### src/rtl/multicycle_ex_ctrl.sv
// Multi-cycle EX stage controller: sequences integer DIV/REM and FP FDIV/FSQRT
// ops, stalls the pipeline while they run, captures the result and aborts a
// hung FPU operation after FPU_TIMEOUT cycles.
module multicycle_ex_ctrl #(
    parameter int DIV_LATENCY = 8,
    parameter int FPU_TIMEOUT = 63,
    parameter int CNT_W       = 6
) (
    input  logic        iCLK,
    input  logic        iRST,
    input  logic        iEX_DivRem,
    input  logic        iEX_FPMulti,
    input  logic        iFlush,
    input  logic        iFPU_Ready,
    input  logic [31:0] iDiv_Result,
    input  logic [31:0] iFPU_Result,
    output logic        oStall,
    output logic        oDivStart,
    output logic        oFPUStart,
    output logic [31:0] oResult,
    output logic        oResultValid,
    output logic        oBusy,
    output logic        oTimeout
);

    typedef enum logic [1:0] {
        IDLE    = 2'd0,
        DIV_RUN = 2'd1,
        FP_RUN  = 2'd2,
        DONE    = 2'd3
    } state_t;

    localparam logic [CNT_W-1:0] DIV_LAST = CNT_W'(DIV_LATENCY - 1);
    localparam logic [CNT_W-1:0] TO_LAST  = CNT_W'(FPU_TIMEOUT);
    localparam logic [CNT_W-1:0] CNT_ZERO = '0;
    localparam logic [CNT_W-1:0] CNT_ONE  = CNT_W'(1);

    state_t           state, state_nxt;
    logic [CNT_W-1:0] cnt, cnt_nxt;
    logic             cap;
    logic [31:0]      cap_val;
    logic             to_set;

    // State, counter, captured result and sticky timeout registers
    always_ff @(posedge iCLK) begin
        if (iRST) begin
            state    <= IDLE;
            cnt      <= '0;
            oResult  <= '0;
            oTimeout <= 1'b0;
        end else begin
            state <= state_nxt;
            cnt   <= cnt_nxt;
            if (cap)
                oResult <= cap_val;
            if (to_set)
                oTimeout <= 1'b1;
        end
    end

    // Next-state, counter and capture decisions plus combinational outputs
    always_comb begin
        state_nxt    = state;
        cnt_nxt      = cnt;
        cap          = 1'b0;
        cap_val      = oResult;
        to_set       = 1'b0;
        oStall       = 1'b0;
        oDivStart    = 1'b0;
        oFPUStart    = 1'b0;
        oResultValid = 1'b0;
        oBusy        = (state != IDLE);

        case (state)
            IDLE: begin
                // DIV/REM has priority over a simultaneous FP request
                if (iEX_DivRem && !iFlush) begin
                    state_nxt = DIV_RUN;
                    cnt_nxt   = '0;
                    oStall    = 1'b1;
                end else if (iEX_FPMulti && !iFlush) begin
                    state_nxt = FP_RUN;
                    cnt_nxt   = '0;
                    oStall    = 1'b1;
                end
            end
            DIV_RUN: begin
                oStall    = !iFlush;
                oDivStart = (cnt == CNT_ZERO);
                if (iFlush) begin
                    state_nxt = IDLE;
                    cnt_nxt   = '0;
                end else if (cnt == DIV_LAST) begin
                    cap       = 1'b1;
                    cap_val   = iDiv_Result;
                    state_nxt = DONE;
                    cnt_nxt   = '0;
                end else begin
                    cnt_nxt = cnt + CNT_ONE;
                end
            end
            FP_RUN: begin
                oStall    = !iFlush;
                oFPUStart = (cnt == CNT_ZERO);
                if (iFlush) begin
                    state_nxt = IDLE;
                    cnt_nxt   = '0;
                end else if (iFPU_Ready) begin
                    // ready beats a timeout landing on the same cycle
                    cap       = 1'b1;
                    cap_val   = iFPU_Result;
                    state_nxt = DONE;
                    cnt_nxt   = '0;
                end else if (cnt == TO_LAST) begin
                    cap       = 1'b1;
                    cap_val   = 32'h0000_0000;
                    to_set    = 1'b1;
                    state_nxt = DONE;
                    cnt_nxt   = '0;
                end else begin
                    cnt_nxt = cnt + CNT_ONE;
                end
            end
            DONE: begin
                // request inputs are deliberately ignored here; EX releases now
                oResultValid = !iFlush;
                state_nxt    = IDLE;
                cnt_nxt      = '0;
            end
            default: begin
                state_nxt = IDLE;
                cnt_nxt   = '0;
            end
        endcase

        // reset holds every handshake output quiet
        if (iRST) begin
            oStall       = 1'b0;
            oDivStart    = 1'b0;
            oFPUStart    = 1'b0;
            oResultValid = 1'b0;
            oBusy        = 1'b0;
        end
    end

endmodule
### config.mk
export PLATFORM = sky130hd
export DESIGN_NAME = multicycle_ex_ctrl
export DESIGN_NICKNAME = d
export VERILOG_FILES = /design/src/rtl/multicycle_ex_ctrl.sv
export SDC_FILE = /design/constraint.sdc
export NUM_CORES = 1
export LEC_CHECK = 0
export ABC_AREA = 1
export ABC_CLOCK_PERIOD_IN_PS = 1760
export BUFFER_PORTS_ARGS = -buffer_cell sky130_fd_sc_hd__buf_2
export CAP_MARGIN = 0
export CORE_MARGIN = 5
export CORE_UTILIZATION = 43
export CTS_CLUSTER_SIZE = 8
export DETAILED_ROUTE_END_ITERATION = 10
export GPL_TIMING_DRIVEN = 0
export HOLD_SLACK_MARGIN = 0.06
export MAX_ROUTING_LAYER = met4
export PLACE_DENSITY = 0.89
export SLEW_MARGIN = 15
export SYNTH_ARGS = -nofsm -noshare
export SYNTH_HDL_FRONTEND = slang
export SYNTH_SLANG_ARGS = --single-unit
### constraint.sdc
create_clock -name iCLK -period 1.76 [get_ports iCLK]
set_clock_uncertainty 0.1 [all_clocks]
set_input_delay 0.264 -clock iCLK [delete_from_list [all_inputs] [get_ports iCLK]]
set_output_delay 0.264 -clock iCLK [all_outputs]
set_load 0.02 [all_outputs]
==> impl_metrics.py <==
metrics = {
    "run_status": {
        "status": "finished with violations",
        "violations": "negative setup slack",
    },
    "die": {
        "die_w_um": 85.58,
        "io_pins": 108,
        "dieArea_um2": 7323,
        "die-height_um": 85.58,
        "initial_core_util_pct": 44.33,
        "coreArea_um2": 5540,
        "rows": 27,
    },
    "sta": {
        "worst_slew_pin_slew_ns": 0.6571,
        "finalCritPeriodShare_pct": 102.2,
        "finalHoldViolations": 0,
        "fin_ws_ns": -0.03843,
        "setup_violations": 11,
        "slew_violations": 0,
        "hold_ws_ns": 0.2406,
        "layout_min_cycle_time_ns": 1.798,
        "slew_headroom_pct": 56.19,
        "rsz0062_at_grt": "true",
        "fmax_mhz": 556.0,
    },
    "cells_and_area": {
        "final_cell_mix": "buf_2 (112), nand2_1 (91), nand3_1 (39)",
        "nets": 570,
        "syn_to_final_growth_pct": 51.50,
        "nFillCells": 469,
        "final_area_um2": 3721,
        "stdcell_count": 566,
        "drive_above_1_share_pct": 47.57,
        "layout_commonest_cell": "buf_2",
        "diodes": 0,
    },
    "logic_synthesis": {
        "yosysSeqAreaShare_pct": 33.42,
        "ys_warn_count": 0,
        "synthDistinctLibCells": 25,
        "netlist.area_leader.share_pct": 33.42,
        "synth_top_area_cell": "dfxtp_1",
        "syn_area_um2": 2456,
        "syn_avg_cell_area_um2": 6.842,
        "synth_cells": 359,
        "synth-seq-cells": 41,
        "syn_nets": 436,
        "synth.area.top_cells": "dfxtp_1 (33%), nand2_1 (18%), nand4_1 (8.7%), nand3_1 (7.9%), a21oi_1 (7.5%)",
    },
    "global_routing": {
        "grt_pass1_wl_um": 12680,
        "top_usage_layer": "met2",
        "grt_max_degree": 13,
        "antenna_found_initial": 0,
        "grt_pass1_vias": 2869,
        "use_met1_pct": 25.19,
        "grt_use_met2_pct": 36.86,
        "grtUsageTotal_pct": 21.56,
        "met3_usage_pct": 4.419,
        "grt_remaining_overflow": 0,
    },
    "placement": {
        "io_buffers": 106,
        "dp_hpwl_um": 5485,
        "gp_congestion": 0.8987,
        "dpl_worst_slack_ns": -0.08770,
        "dp_cells": 537,
        "dpl_cell_area_um2": 3087,
    },
    "detailed_routing": {
        "detail_route.wl_per_cell_um": 15.24,
        "drc": 0,
        "viasPerCell": 5.337,
        "antenna_left": 0,
        "drtIter0Drc": 153,
        "wl_um": 8626,
        "vias": 3021,
        "drt-pass1-iter-count": 4,
    },
    "power_and_ir_drop": {
        "irDropWorstVdd_mv": 0.9691,
        "power.leakage_nw": 1.779,
        "powerDensity_nw_per_um2": 1274,
        "power_w": 0.004741,
    },
    "worst_setup_path": {
        "cp.arrival_ns": 1.85,
        "cpMostUsedCell": "nand2_4",
        "crit_chain": "buf_6, ha_4, nand2_4, inv_1, nand3_1, nand2_4, nand3_4, clkbuf_16, nand2_1, a21oi_1",
        "criticalPathCategory": "reg2reg",
        "cp_data_required_time_ns": 1.81,
        "cp-end-kind": "register",
        "critical_path.max_fanout": 8,
        "critical-path-max-stage-delay_ns": 0.35,
        "worst_path_max_delay_cell": "dfxtp_2",
        "startpoint_type": "register",
    },
    "hold_path": {
        "hp-class": "in2reg",
    },
    "clocking": {
        "path_clk_slew_ns": 0.08,
        "numCtsBuffers": 5,
        "cts-root-buf": "clkbuf_8",
        "cts.sinks": 41,
        "worstSkewPairLatency_ns": 0.30,
        "cts_buffer_depth": 2,
        "cts_tree": "done",
        "htreeDepth": 2,
    },
    "run": {
        "maxCapViolCount": 0,
    },
}
-- final timing paths --
path	depth (start not counted)	end	start	slack (ns)
max	10	oResult[17]	cnt[0]	-0.04
min	5	oResult[8]	iDiv_Result[8]	0.24
max reg2reg	10	oResult[17]	cnt[0]	-0.04
min reg2reg	2	oResult[12]	oResult[12]	0.36
-- logic make-up after synthesis --
group	count (synthesis)	synth area share (%)
buffers and inverters	45	11.31
flip-flops	41	33.42
adder cells (fa/ha/maj)	7	3.566
AO/OA/AOI/OAI	47	10.34
AND/OR/NAND/NOR	219	41.37
-- sequential cells by signal, indices dropped and copies added (netlist names) --
| register | cells |
|---|---|
| oTimeout | 1 |
| oResult | 32 |
| cnt | 6 |
| state | 2 |
-- cell type report --
type                       count  area (um2)  share of cell area [%]
buffer                        26       214.0                   5.750
clock buffer                   7       86.33                   2.320
clock inverter                 1       30.03                  0.8070
inverter                      18       80.08                   2.152
multi-input combinational    273        1634                   43.91
sequential                    41       830.8                   22.33
tap                           72       90.09                   2.421
timing repair buffer         128       755.7                   20.31
-- synth_stat cells --
cell type and n:
nand2_2 3, nand3_4 1, inv_1 15, nor2_4 2, inv_4 1, clkbuf_1 4
inv_2 2, a21oi_1 37, nor2_1 15, ha_1 7, a31oi_1 1, nand3_2 1
buf_6 12, nand3_1 39, nor3_1 2, nand4_1 34, dfxtp_1 41, buf_4 1
a21oi_4 1, o21ai_2 1, a211oi_1 1, buf_2 10, o21ai_0 6, nand2_4 2
nand2_1 120
-- metal layers --
layer	share of wire (%)	wire [um]
met3	7.7	660
met4	3.0	259
met1	39	3339
met5	0	0
met2	51	4366
-- worst max-delay path, delay by kind of cell, from the launching register on --
kind / cells / cell delay [ns]
compound gates: 1 / 0.05
fa+ha+maj: 1 / 0.14
buf+inv: 3 / 0.40
flops: 1 / 0.35
simple gates: 5 / 0.62
-- repair_timing --
action	in CTS	in global routing
hold buffers	0	0
gates resized for setup	26	73
cloned	0	3
buffers inserted	9	10
pin swaps	7	12
endpoints found under the hold margin	0	0
setup endpoints to repair	39	40
-- where the power goes --
part | internal, W | switching, W | total [W]
clock network | 0.000463 | 0.000339 | 0.000801
logic | 0.00113 | 0.00165 | 0.00278
registers | 0.00106 | 0.000106 | 0.00116
-- per-stage QoR --
stage	TNS, ns	utilization, %
after floorplan	0	-
after global routing	-1.888	67.16
after global placement	-1.005	55.71
final	-0.1758	67.16
after detailed placement	-2.527	55.71
after CTS	-0.02677	60.48
No activity file was read; power rests on OpenSTA's default activity.
